<file path="src/rtl/riscv_pkg.sv">
// riscv_pkg: RV32I load/store funct3 encodings, LSU state type and
// small decode helpers shared by the LSU and its alignment datapath.
package riscv_pkg;

    localparam logic [2:0] F3_B  = 3'b000;
    localparam logic [2:0] F3_H  = 3'b001;
    localparam logic [2:0] F3_W  = 3'b010;
    localparam logic [2:0] F3_BU = 3'b100;
    localparam logic [2:0] F3_HU = 3'b101;

    typedef enum logic [1:0] {
        ST_IDLE,
        ST_REQ,
        ST_WAIT,
        ST_RESP
    } lsu_state_e;

    // Stores only come in signed-size flavours; loads add the unsigned ones.
    function automatic logic funct3_legal(input logic we, input logic [2:0] funct3);
        if (we) begin
            return funct3 inside {F3_B, F3_H, F3_W};
        end
        return funct3 inside {F3_B, F3_H, F3_W, F3_BU, F3_HU};
    endfunction

    // Natural alignment: halfwords on even bytes, words on 4-byte boundaries.
    function automatic logic misaligned(input logic [2:0] funct3, input logic [1:0] addr_lo);
        case (funct3[1:0])
            2'b01:   return addr_lo[0];
            2'b10:   return addr_lo != 2'b00;
            default: return 1'b0;
        endcase
    endfunction

endpackage

</file>
<file path="src/rtl/lsu_align.sv">
// lsu_align: purely combinational size/offset datapath -- byte enables,
// store lane replication, load lane extraction with sign/zero extension,
// and the misaligned/illegal-funct3 error flag.
module lsu_align
    import riscv_pkg::*;
(
    input  logic        we,
    input  logic [2:0]  funct3,
    input  logic [1:0]  addr_lo,
    input  logic [31:0] wdata,
    input  logic [31:0] rdata,
    output logic [3:0]  be,
    output logic [31:0] wdata_rep,
    output logic [31:0] rdata_ext,
    output logic        err
);

    logic [7:0]  lane_b;
    logic [15:0] lane_h;

    assign lane_b = rdata[{addr_lo, 3'b000} +: 8];
    assign lane_h = rdata[{addr_lo[1], 4'b0000} +: 16];
    assign err    = !funct3_legal(we, funct3) || misaligned(funct3, addr_lo);

    // Byte enables and store-data replication by access size
    always_comb begin
        // NOTE: every output gets a default first, so no path through the case can infer a latch.
        be        = 4'b1111;
        wdata_rep = wdata;
        case (funct3[1:0])
            2'b00: begin
                be        = 4'b0001 << addr_lo;
                wdata_rep = {4{wdata[7:0]}};
            end
            2'b01: begin
                be        = 4'b0011 << {addr_lo[1], 1'b0};
                wdata_rep = {2{wdata[15:0]}};
            end
            default: ;
        endcase
    end

    // Load lane selection and sign/zero extension
    always_comb begin
        rdata_ext = '0;
        case (funct3)
            F3_B:    rdata_ext = {{24{lane_b[7]}}, lane_b};
            F3_H:    rdata_ext = {{16{lane_h[15]}}, lane_h};
            F3_W:    rdata_ext = rdata;
            F3_BU:   rdata_ext = {24'd0, lane_b};
            F3_HU:   rdata_ext = {16'd0, lane_h};
            default: ;
        endcase
    end

endmodule

</file>
<file path="src/rtl/lsu.sv">
// lsu: single-outstanding load/store unit. Accepts one op from execute,
// drives a simple req/gnt + rvalid memory port, and returns a one-cycle
// completion pulse with aligned load data or an error flag.
module lsu
    import riscv_pkg::*;
#(
    parameter int TIMEOUT_CYCLES = 255
) (
    input  logic        clk,
    input  logic        rst_n,
    input  logic        req_valid,
    output logic        req_ready,
    input  logic        req_we,
    input  logic [2:0]  req_funct3,
    input  logic [31:0] req_addr,
    input  logic [31:0] req_wdata,
    input  logic [4:0]  req_rd,
    output logic        mem_req,
    output logic        mem_we,
    output logic [31:0] mem_addr,
    output logic [3:0]  mem_be,
    output logic [31:0] mem_wdata,
    input  logic        mem_gnt,
    input  logic        mem_rvalid,
    input  logic [31:0] mem_rdata,
    output logic        rsp_valid,
    output logic [31:0] rsp_data,
    output logic [4:0]  rsp_rd,
    output logic        rsp_err
);

    localparam logic [15:0] CNT_LAST = 16'(TIMEOUT_CYCLES - 1);

    lsu_state_e  state;
    logic        op_we;
    logic [2:0]  op_funct3;
    logic [1:0]  op_addr_lo;
    logic [15:0] cnt;

    logic        idle;
    logic        accept;
    logic        timeout;
    logic        al_we;
    logic [2:0]  al_funct3;
    logic [1:0]  al_addr_lo;
    logic [3:0]  al_be;
    logic [31:0] al_wdata;
    logic [31:0] al_rdata;
    logic        al_err;

    assign idle      = (state == ST_IDLE);
    assign req_ready = idle;
    assign accept    = req_valid && idle;
    // >= rather than ==: a grant on the last allowed cycle still lets WAIT time out.
    assign timeout   = (cnt >= CNT_LAST);

    // While idle the aligner decodes the incoming request; afterwards the registered op.
    assign al_we      = idle ? req_we         : op_we;
    assign al_funct3  = idle ? req_funct3     : op_funct3;
    assign al_addr_lo = idle ? req_addr[1:0]  : op_addr_lo;

    lsu_align u_align (
        .we        (al_we),
        .funct3    (al_funct3),
        .addr_lo   (al_addr_lo),
        .wdata     (req_wdata),
        .rdata     (mem_rdata),
        .be        (al_be),
        .wdata_rep (al_wdata),
        .rdata_ext (al_rdata),
        .err       (al_err)
    );

    // Op sequencing: accept, hold the memory request until granted, collect load data, respond
    always_ff @(posedge clk or negedge rst_n) begin
        if (!rst_n) begin
            // NOTE: sequential state uses non-blocking assignments so every flop samples pre-edge values.
            state      <= ST_IDLE;
            op_we      <= 1'b0;
            op_funct3  <= '0;
            op_addr_lo <= '0;
            cnt        <= '0;
            mem_req    <= 1'b0;
            mem_we     <= 1'b0;
            mem_addr   <= '0;
            mem_be     <= '0;
            mem_wdata  <= '0;
            rsp_valid  <= 1'b0;
            rsp_data   <= '0;
            rsp_rd     <= '0;
            rsp_err    <= 1'b0;
        end else begin
            case (state)
                ST_IDLE: begin
                    if (accept) begin
                        op_we      <= req_we;
                        op_funct3  <= req_funct3;
                        op_addr_lo <= req_addr[1:0];
                        rsp_rd     <= req_rd;
                        rsp_data   <= '0;
                        cnt        <= '0;
                        if (al_err) begin
                            state     <= ST_RESP;
                            rsp_valid <= 1'b1;
                            rsp_err   <= 1'b1;
                        end else begin
                            state     <= ST_REQ;
                            rsp_err   <= 1'b0;
                            mem_req   <= 1'b1;
                            mem_we    <= req_we;
                            mem_addr  <= {req_addr[31:2], 2'b00};
                            mem_be    <= al_be;
                            mem_wdata <= req_we ? al_wdata : '0;
                        end
                    end
                end
                ST_REQ: begin
                    cnt <= cnt + 16'd1;
                    if (mem_gnt) begin
                        mem_req <= 1'b0;
                        mem_we  <= 1'b0;
                        if (op_we) begin
                            state     <= ST_RESP;
                            rsp_valid <= 1'b1;
                        end else if (mem_rvalid) begin
                            state     <= ST_RESP;
                            rsp_valid <= 1'b1;
                            rsp_data  <= al_rdata;
                        end else begin
                            state <= ST_WAIT;
                        end
                    end else if (timeout) begin
                        mem_req   <= 1'b0;
                        mem_we    <= 1'b0;
                        state     <= ST_RESP;
                        rsp_valid <= 1'b1;
                        rsp_err   <= 1'b1;
                    end
                end
                ST_WAIT: begin
                    cnt <= cnt + 16'd1;
                    if (mem_rvalid) begin
                        state     <= ST_RESP;
                        rsp_valid <= 1'b1;
                        rsp_data  <= al_rdata;
                    end else if (timeout) begin
                        state     <= ST_RESP;
                        rsp_valid <= 1'b1;
                        rsp_err   <= 1'b1;
                    end
                end
                ST_RESP: begin
                    state     <= ST_IDLE;
                    rsp_valid <= 1'b0;
                    rsp_err   <= 1'b0;
                end
                default: state <= ST_IDLE;
            endcase
        end
    end

endmodule

</file>
<file path="config.mk">
export PLATFORM = sky130hd
export DESIGN_NAME = lsu
export DESIGN_NICKNAME = d
export VERILOG_FILES = /design/src/rtl/riscv_pkg.sv /design/src/rtl/lsu_align.sv /design/src/rtl/lsu.sv
export SDC_FILE = /design/constraint.sdc
export NUM_CORES = 1
export LEC_CHECK = 0
export ABC_AREA = 1
export ABC_CLOCK_PERIOD_IN_PS = 2750
export BUFFER_PORTS_ARGS = -buffer_cell sky130_fd_sc_hd__buf_2
export CELL_PAD_IN_SITES_DETAIL_PLACEMENT = 2
export CELL_PAD_IN_SITES_GLOBAL_PLACEMENT = 2
export CORE_MARGIN = 5
export CORE_UTILIZATION = 27
export DETAILED_ROUTE_END_ITERATION = 12
export PLACE_DENSITY_LB_ADDON = 0.08
export SLEW_MARGIN = 5
export SYNTH_ARGS = -nofsm -noshare
export SYNTH_HDL_FRONTEND = slang
export SYNTH_SLANG_ARGS = --single-unit
</file>
<file path="constraint.sdc">
create_clock -name clk -period 2.75 [get_ports clk]
set_input_delay 0.55 -clock clk [delete_from_list [all_inputs] [get_ports clk]]
set_output_delay 0.55 -clock clk [all_outputs]
set_load 0.05 [all_outputs]
</file>
Yosys cells after proc, flatten, opt, wreduce, memory -nomap -nowiden

Cells that the tools add are included.

$add $sub $neg: 1
$lt $le $gt $ge: 1
Equality and inequality tests: 18
Shifts and indexed selects: 4
Multiplexer cells: 48
Bitwise operators: 1
Reduce and logical (&&, ||, !) cells: 20

Operators with widths:

| operator              | count |
|---|---|
| $mux 32               | 5 |
| $pmux 32 s5           | 1 |
| $pmux 32 s3           | 1 |
| $pmux 32 s2           | 1 |
| $pmux 16 s2           | 1 |
| $shiftx 32x6->16      | 1 |
| $shiftx 32x6->8       | 1 |
| $mux 1                | 24 |
| $add 16x1->16 const B | 1 |
| $ge 16x8->1 const B   | 1 |
| $mux 16               | 1 |
| $mux 2                | 6 |
| $ne 2x2->1 const B    | 5 |
| $reduce_and 3->1      | 3 |
| $pmux 1 s4            | 2 |
| $pmux 2 s4            | 1 |
| $pmux 4 s2            | 1 |
| $reduce_and 4->1      | 2 |
| $eq 2x2->1 const B    | 3 |
| $eq 3x3->1 const B    | 2 |
| $pmux 1 s2            | 3 |
| $reduce_bool 2->1     | 3 |
| $reduce_bool 3->1     | 2 |
| $reduce_bool 5->1     | 1 |
| other kinds (17)      | 21 |

Flip-flop bits (word level): 131

Logic depth before layout (Yosys ltp)

Word-level depth: 11
Mapped depth: 17

Modules after synthesis

From an unflattened synthesis, not the netlist that was laid out.

Cells, all modules: 988
Area total of the unflattened synthesis: 7240.7 um^2

By module, submodules not included:

| module    | instances | cells each | area an instance (um^2) | sequential area each (um^2) |
|---|---|---|---|---|
| lsu       | 1         | 694        | 5919.4                  | 3278.1 |
| lsu_align | 1         | 294        | 1321.3                  | 0.0 |

Worst setup path after synthesis

OpenSTA, ideal clock, no wires.

Kind: register to register
Start point: register state[0]
End point: register cnt[14]
Library setup time: 120 ps
Data arrival time: 2270 ps
Data required time: 2630 ps
Slack: 360 ps
Cell stages (with the launch flop): 15
Cells stage by stage: dfrtp_1 -> inv_1 -> ha_1 -> buf_6 -> buf_6 -> nand2_1 -> buf_2 -> nand2_4 -> nand2_1 -> nor2_2 -> nand2_1 -> nor2_1 -> nand2_1 -> o21ai_0 -> nor2_1

Word-level cells in the longest chain between the ends: 4
Elaborated cells on any way between the ends: 9

Ends and longest elaborated chain:

| item                              | line       | RTL |
|---|---|---|
| start: declaration                | lsu.sv:34  | `lsu_state_e state;` |
| start signal: assignment          | lsu.sv:78  | `state <= ST_IDLE;` |
| start signal: assignment          | lsu.sv:103 | `state <= ST_RESP;` |
| start signal: assignment          | lsu.sv:107 | `state <= ST_REQ;` |
| $logic_not 2->1 *                 | lsu.sv:51  | `assign idle = (state == ST_IDLE);` |
| net req_ready                     | lsu.sv:12  | `output logic req_ready,` |
| $logic_and 1x1->1                 | lsu.sv:53  | `assign accept = req_valid && idle;` |
| $ne 2x1->1 (no source line)       | n/a        |  |
| $reduce_and 2->1 (no source line) | n/a        |  |
| end signal: assignment            | lsu.sv:118 | `cnt <= cnt + 16'd1;` |
| end signal: assignment            | lsu.sv:141 | `cnt <= cnt + 16'd1;` |
| end: declaration                  | lsu.sv:38  | `logic [15:0] cnt;` |

The timed path passes the listed nets; every way through them passes the cells marked *.
A chain may end at the register's enable or synchronous reset.

Worst setup path in the final report

Start point: register state[0]
End point: register mem_wdata[15]

Word-level cells in the longest chain between the ends: 10
Elaborated cells on any way between the ends: 26

Ends and longest elaborated chain:

| item                                     | line                             | RTL |
|---|---|---|
| $logic_not 2->1 *                        | lsu.sv:51, lsu.sv:93             |  |
| $mux 3                                   | lsu.sv:59                        | `assign al_funct3 = idle ? req_funct3 : op_funct3;` |
| $eq 3x1->1, or another cell as far along | riscv_pkg.sv:21, riscv_pkg.sv:23 |  |
| $reduce_bool 3->1                        | riscv_pkg.sv:21                  | `return funct3 inside {F3_B, F3_H, F3_W};` |
| $mux 1                                   | riscv_pkg.sv:20                  | `if (we) begin` |
| $mux 1                                   | riscv_pkg.sv:23                  | `return funct3 inside {F3_B, F3_H, F3_W, F3_BU, F3_HU};` |
| $logic_not 1->1                          | lsu_align.sv:23                  | `assign err = !funct3_legal(we, funct3) \|\| misaligned(funct3, addr_lo);` |
| $logic_or 1x1->1                         | lsu_align.sv:23                  |  |
| $not 1->1 (no source line)               | n/a                              |  |
| $reduce_and 3->1 (no source line)        | n/a                              |  |
| end signal: assignment                   | lsu.sv:113                       | `mem_wdata <= req_we ? al_wdata : '0;` |
| end: declaration                         | lsu.sv:22                        | `output logic [31:0] mem_wdata,` |

Mark *: on every way between the ends. The rest lies on a longest branch, timed or not. The select of a mux whose other input is x is not followed.

==> PnR_summary.wiki <==
{| class="wikitable"
! Metric !! Value
|-
| Final core utilization || a little over a third
|-
| Share of total power in the clock network || between 15 and 20%
|-
| Final number of max-transition violations || 0
|-
| Cell area after synthesis || ~6800 um^2
|-
| Leading cell types by total area after synthesis || dfrtp_1 48%, nand2_1 23%, o21ai_0 4.8%, nand3_1 4.6%, inv_1 3.7%
|-
| HPWL reported at the end of detailed placement || 19.2 mm
|-
| Clk sink count || about 130
|-
| Class of the worst hold path || in2reg
|-
| Initial antenna violation count || 2
|-
| Chip Width || roughly 170 um
|-
| Status || completed
|-
| Psw || around 7.4 mW
|-
| Die Outline Area || about 28000 um^2
|-
| Vertical die dimension || approximately 170 um
|-
| Dominant synthesized flop cell || dfrtp_1
|-
| Count of mapped cells out of synthesis || 931
|-
| Syn. warnings || 0
|-
| Critical path startpoint category || register
|-
| Number of buffers created by CTS || 17
|-
| Relative contribution of sequential cells to total power || 24.0%
|-
| ANT nets after route || 0
|-
| Required @ worst endpoint || about 3.1 ns
|-
| CP arrival || roughly 2.8 ns
|-
| Worst Hold Slack || approximately 0.32 ns
|-
| Layout cell share with drive strength beyond 1 || approximately a quarter
|-
| Wire length of the first global-routing pass || just over 40 mm
|-
| Unique cell type count in the Yosys netlist || 33
|-
| Sequential-to-total area share from yosys stat || between 40% and 50%
|-
| VDD IR max || around 0.50 mV
|-
| Worst clock skew on the final layout || 0.0180 ns
|-
| Top-Level Pins || 220
|-
| Aggregate routed wire length || roughly 26 mm
|-
| Proportion of register bits with asynchronous set or reset after synthesis || 100%
|-
| Max Clock Freq || between 300 and 400 MHz
|-
| Cell at the root of the clock tree || clkbuf_16
|-
| Element type at the critical path end || register
|-
| Residual DRC || 0
|-
| Count of vias placed by the detailed router || slightly below 7000
|-
| Wire length per cell || 17.2 um
|-
| Static Leakage || 5.09 nW
|-
| Global placement routability congestion || 0.771
|-
| Number of setup violations in the final report || 0
|-
| Crit share post-route || 91.1%
|-
| Portion of total power attributed to combinational logic || around three fifths
|-
| Design Power || between 10 and 15 mW
|-
| Net switching share of the total power || 55.4%
|-
| Most used standard cell by instance count after synthesis || nand2_1
|-
| Mapped Avg Cell Area || 7.26 um^2
|-
| Cell taking the most area after synthesis || dfrtp_1
|-
| Min Clock Period, post-route || 2.50 ns
|-
| Number of standard-cell rows in the floorplan || 58
|-
| Maximum number of pins on one net before global-route repair || 72
|-
| Vias in the first global route || 7573
|-
| Final hold violation count || 0
|-
| Number of inserted filler cells in the final layout || about 3000
|-
| GRT Total Usage || approximately 18%
|-
| Maximum buffer depth of the clock tree || 2
|-
| Critical Path Fanout Max || 20
|-
| Placeable core area || 24900 um^2
|-
| Syn-to-layout area delta || 31.1%
|-
| Share of the synthesized area in the top cell type || around 48%
|-
| Number of synthesized register bits || ~130
|-
| Global route total overflow || 0
|-
| H-tree depth || 4
|-
| Setup repair after global routing missed its margin || no
|-
| Most instantiated cells after synthesis || 422 x nand2_1, 131 x dfrtp_1, 67 x inv_1
|-
| Insertion delay to the later sink of the worst-skew pair || approximately 0.43 ns
|-
| Port Buffer Count || about 220
|-
| Layout net count || between 1000 and 1500
|-
| PD cells || between 1500 and 2000 nW/um^2
|-
| Final antenna diode count || 0
|-
| First-pass iteration count of the detailed router || 4
|-
| Number of flops mapped to enable cells by yosys || 0
|-
| Clock-pin slew on the worst setup and hold paths || roughly 0.08 ns
|-
| Violation count after the first detailed-routing iteration || 249
|-
| Effective utilization at floorplan || about 27%
|-
| Cell-internal power || 5.94 mW
|-
| Max-cap viol count || 0
|-
| Average vias per placed instance || 4.57
|-
| Crit Path Category || reg2reg
|-
| Clock tree from TritonCTS || built
|-
| Area of the multi-input gates || 3020 um^2
|-
| Area used by sequential logic in the layout || ~3300 um^2
|}
==> final timing paths <==
path                                   from             to  slack [ns]  cells after the start
worst max-delay path               state[0]  mem_wdata[15]        0.25                     13
worst min-delay path              req_rd[1]      rsp_rd[1]        0.32                      3
worst max register to register     state[0]  mem_wdata[15]        0.25                     13
worst min register to register  rsp_data[9]    rsp_data[9]        0.47                      2
max in group asynchronous             rst_n  op_addr_lo[1]        1.48                      3
min in group asynchronous             rst_n  mem_wdata[20]        0.56                      2
==> area by class of cell <==
class | count | area share [%]
multi-input combinational | 692 | 34.1
clock buffer | 18 | 4.96
tap | 330 | 4.66
sequential | 131 | 37.0
timing repair buffer | 236 | 14.4
clock inverter | 14 | 1.81
inverter | 73 | 3.11
==> state kept, by name, indices dropped and copies added (netlist names) <==
register    cells
mem_wdata      32
mem_addr       30
state           2
rsp_valid       1
rsp_rd          5
mem_req         1
cnt            16
op_addr_lo      2
mem_we          1
rsp_err         1
op_funct3       3
rsp_data       32
op_we           1
mem_be          4
==> layer usage <==
layer / vias to the layer above / GRT usage (%) / part of all wire [%]
li1: 3355 / - / -
met1: 3301 / 22.8 / 44
met2: 150 / 30.8 / 48
met3: 21 / 5.61 / 6.5
met4: 4 / 3.67 / 0.99
met5: - / 0 / 0.082
==> metrics by stage <==
stage	setup WS, ns	instances	area (um^2)	TNS (ns)
global route	0.00357	1494	8860	0
CTS	0.0191	1494	8850	0
global placement	0.0705	1461	8230	0
finish	0.246	1494	8860	0
floorplan	0.360	932	6760	0
detailed placement	-0.157	1461	8230	-1.76
==> power by group through the flow <==
stage          sequential, mW  combinational [mW]  clock [mW]
4_1_cts                  3.22                7.91        2.44
2_1_floorplan            5.44                3.35           0
3_5_place_dp             3.22                7.87           0
5_1_grt                  3.32                8.56        2.51
3_3_place_gp             3.21                7.73           0
6_report                 3.20                7.76        2.36
==> worst max-delay path, cell delays in order, from the launching register on <==
cell,delay [ns]
dfrtp_1,0.43
inv_1,0.11
ha_2,0.29
buf_4,0.20
nand2_1,0.06
nand2_1,0.16
nand3_1,0.13
nand2_2,0.13
nor2_8,0.08
nand2_4,0.08
clkinv_2,0.28
buf_12,0.27
nand2_1,0.08
nand2_1,0.05
==> repair_timing <==
item	4_1_cts	5_1_grt
pin swaps	0	0
resized for setup	2	3
setup buffers	0	0
endpoints found under the hold margin	7	0
endpoints found under the setup margin	23	54
hold buffers	1	0
==> logic make-up after synthesis <==
family	after synthesis	share of synthesized area (%)
simple gates	571	34.4
flops	131	48.5
compound gates	113	8.83
buf+inv	109	7.16
fa+ha+maj	6	1.11
other cells	1	0.0555
==> placed cells by master, fill, tap and decap left out, types with 2 or more instances in the layout <==
cell and instances:
a21oi_1 24, a31oi_1 2, buf_12 3, buf_2 216
buf_4 15, clkbuf_16 17, clkinv_4 2, conb_1 2
dfrtp_1 131, ha_1 5, inv_1 67, inv_2 4
inv_6 5, inv_8 4, nand2_1 422, nand2_2 9
nand2_4 3, nand3_1 61, nand4_1 6, nor2_1 57
nor2_2 3, nor3_1 6, o21ai_0 65, o21ai_1 7
o21bai_1 2, o22ai_1 8
(Power assumes the default switching activity.)
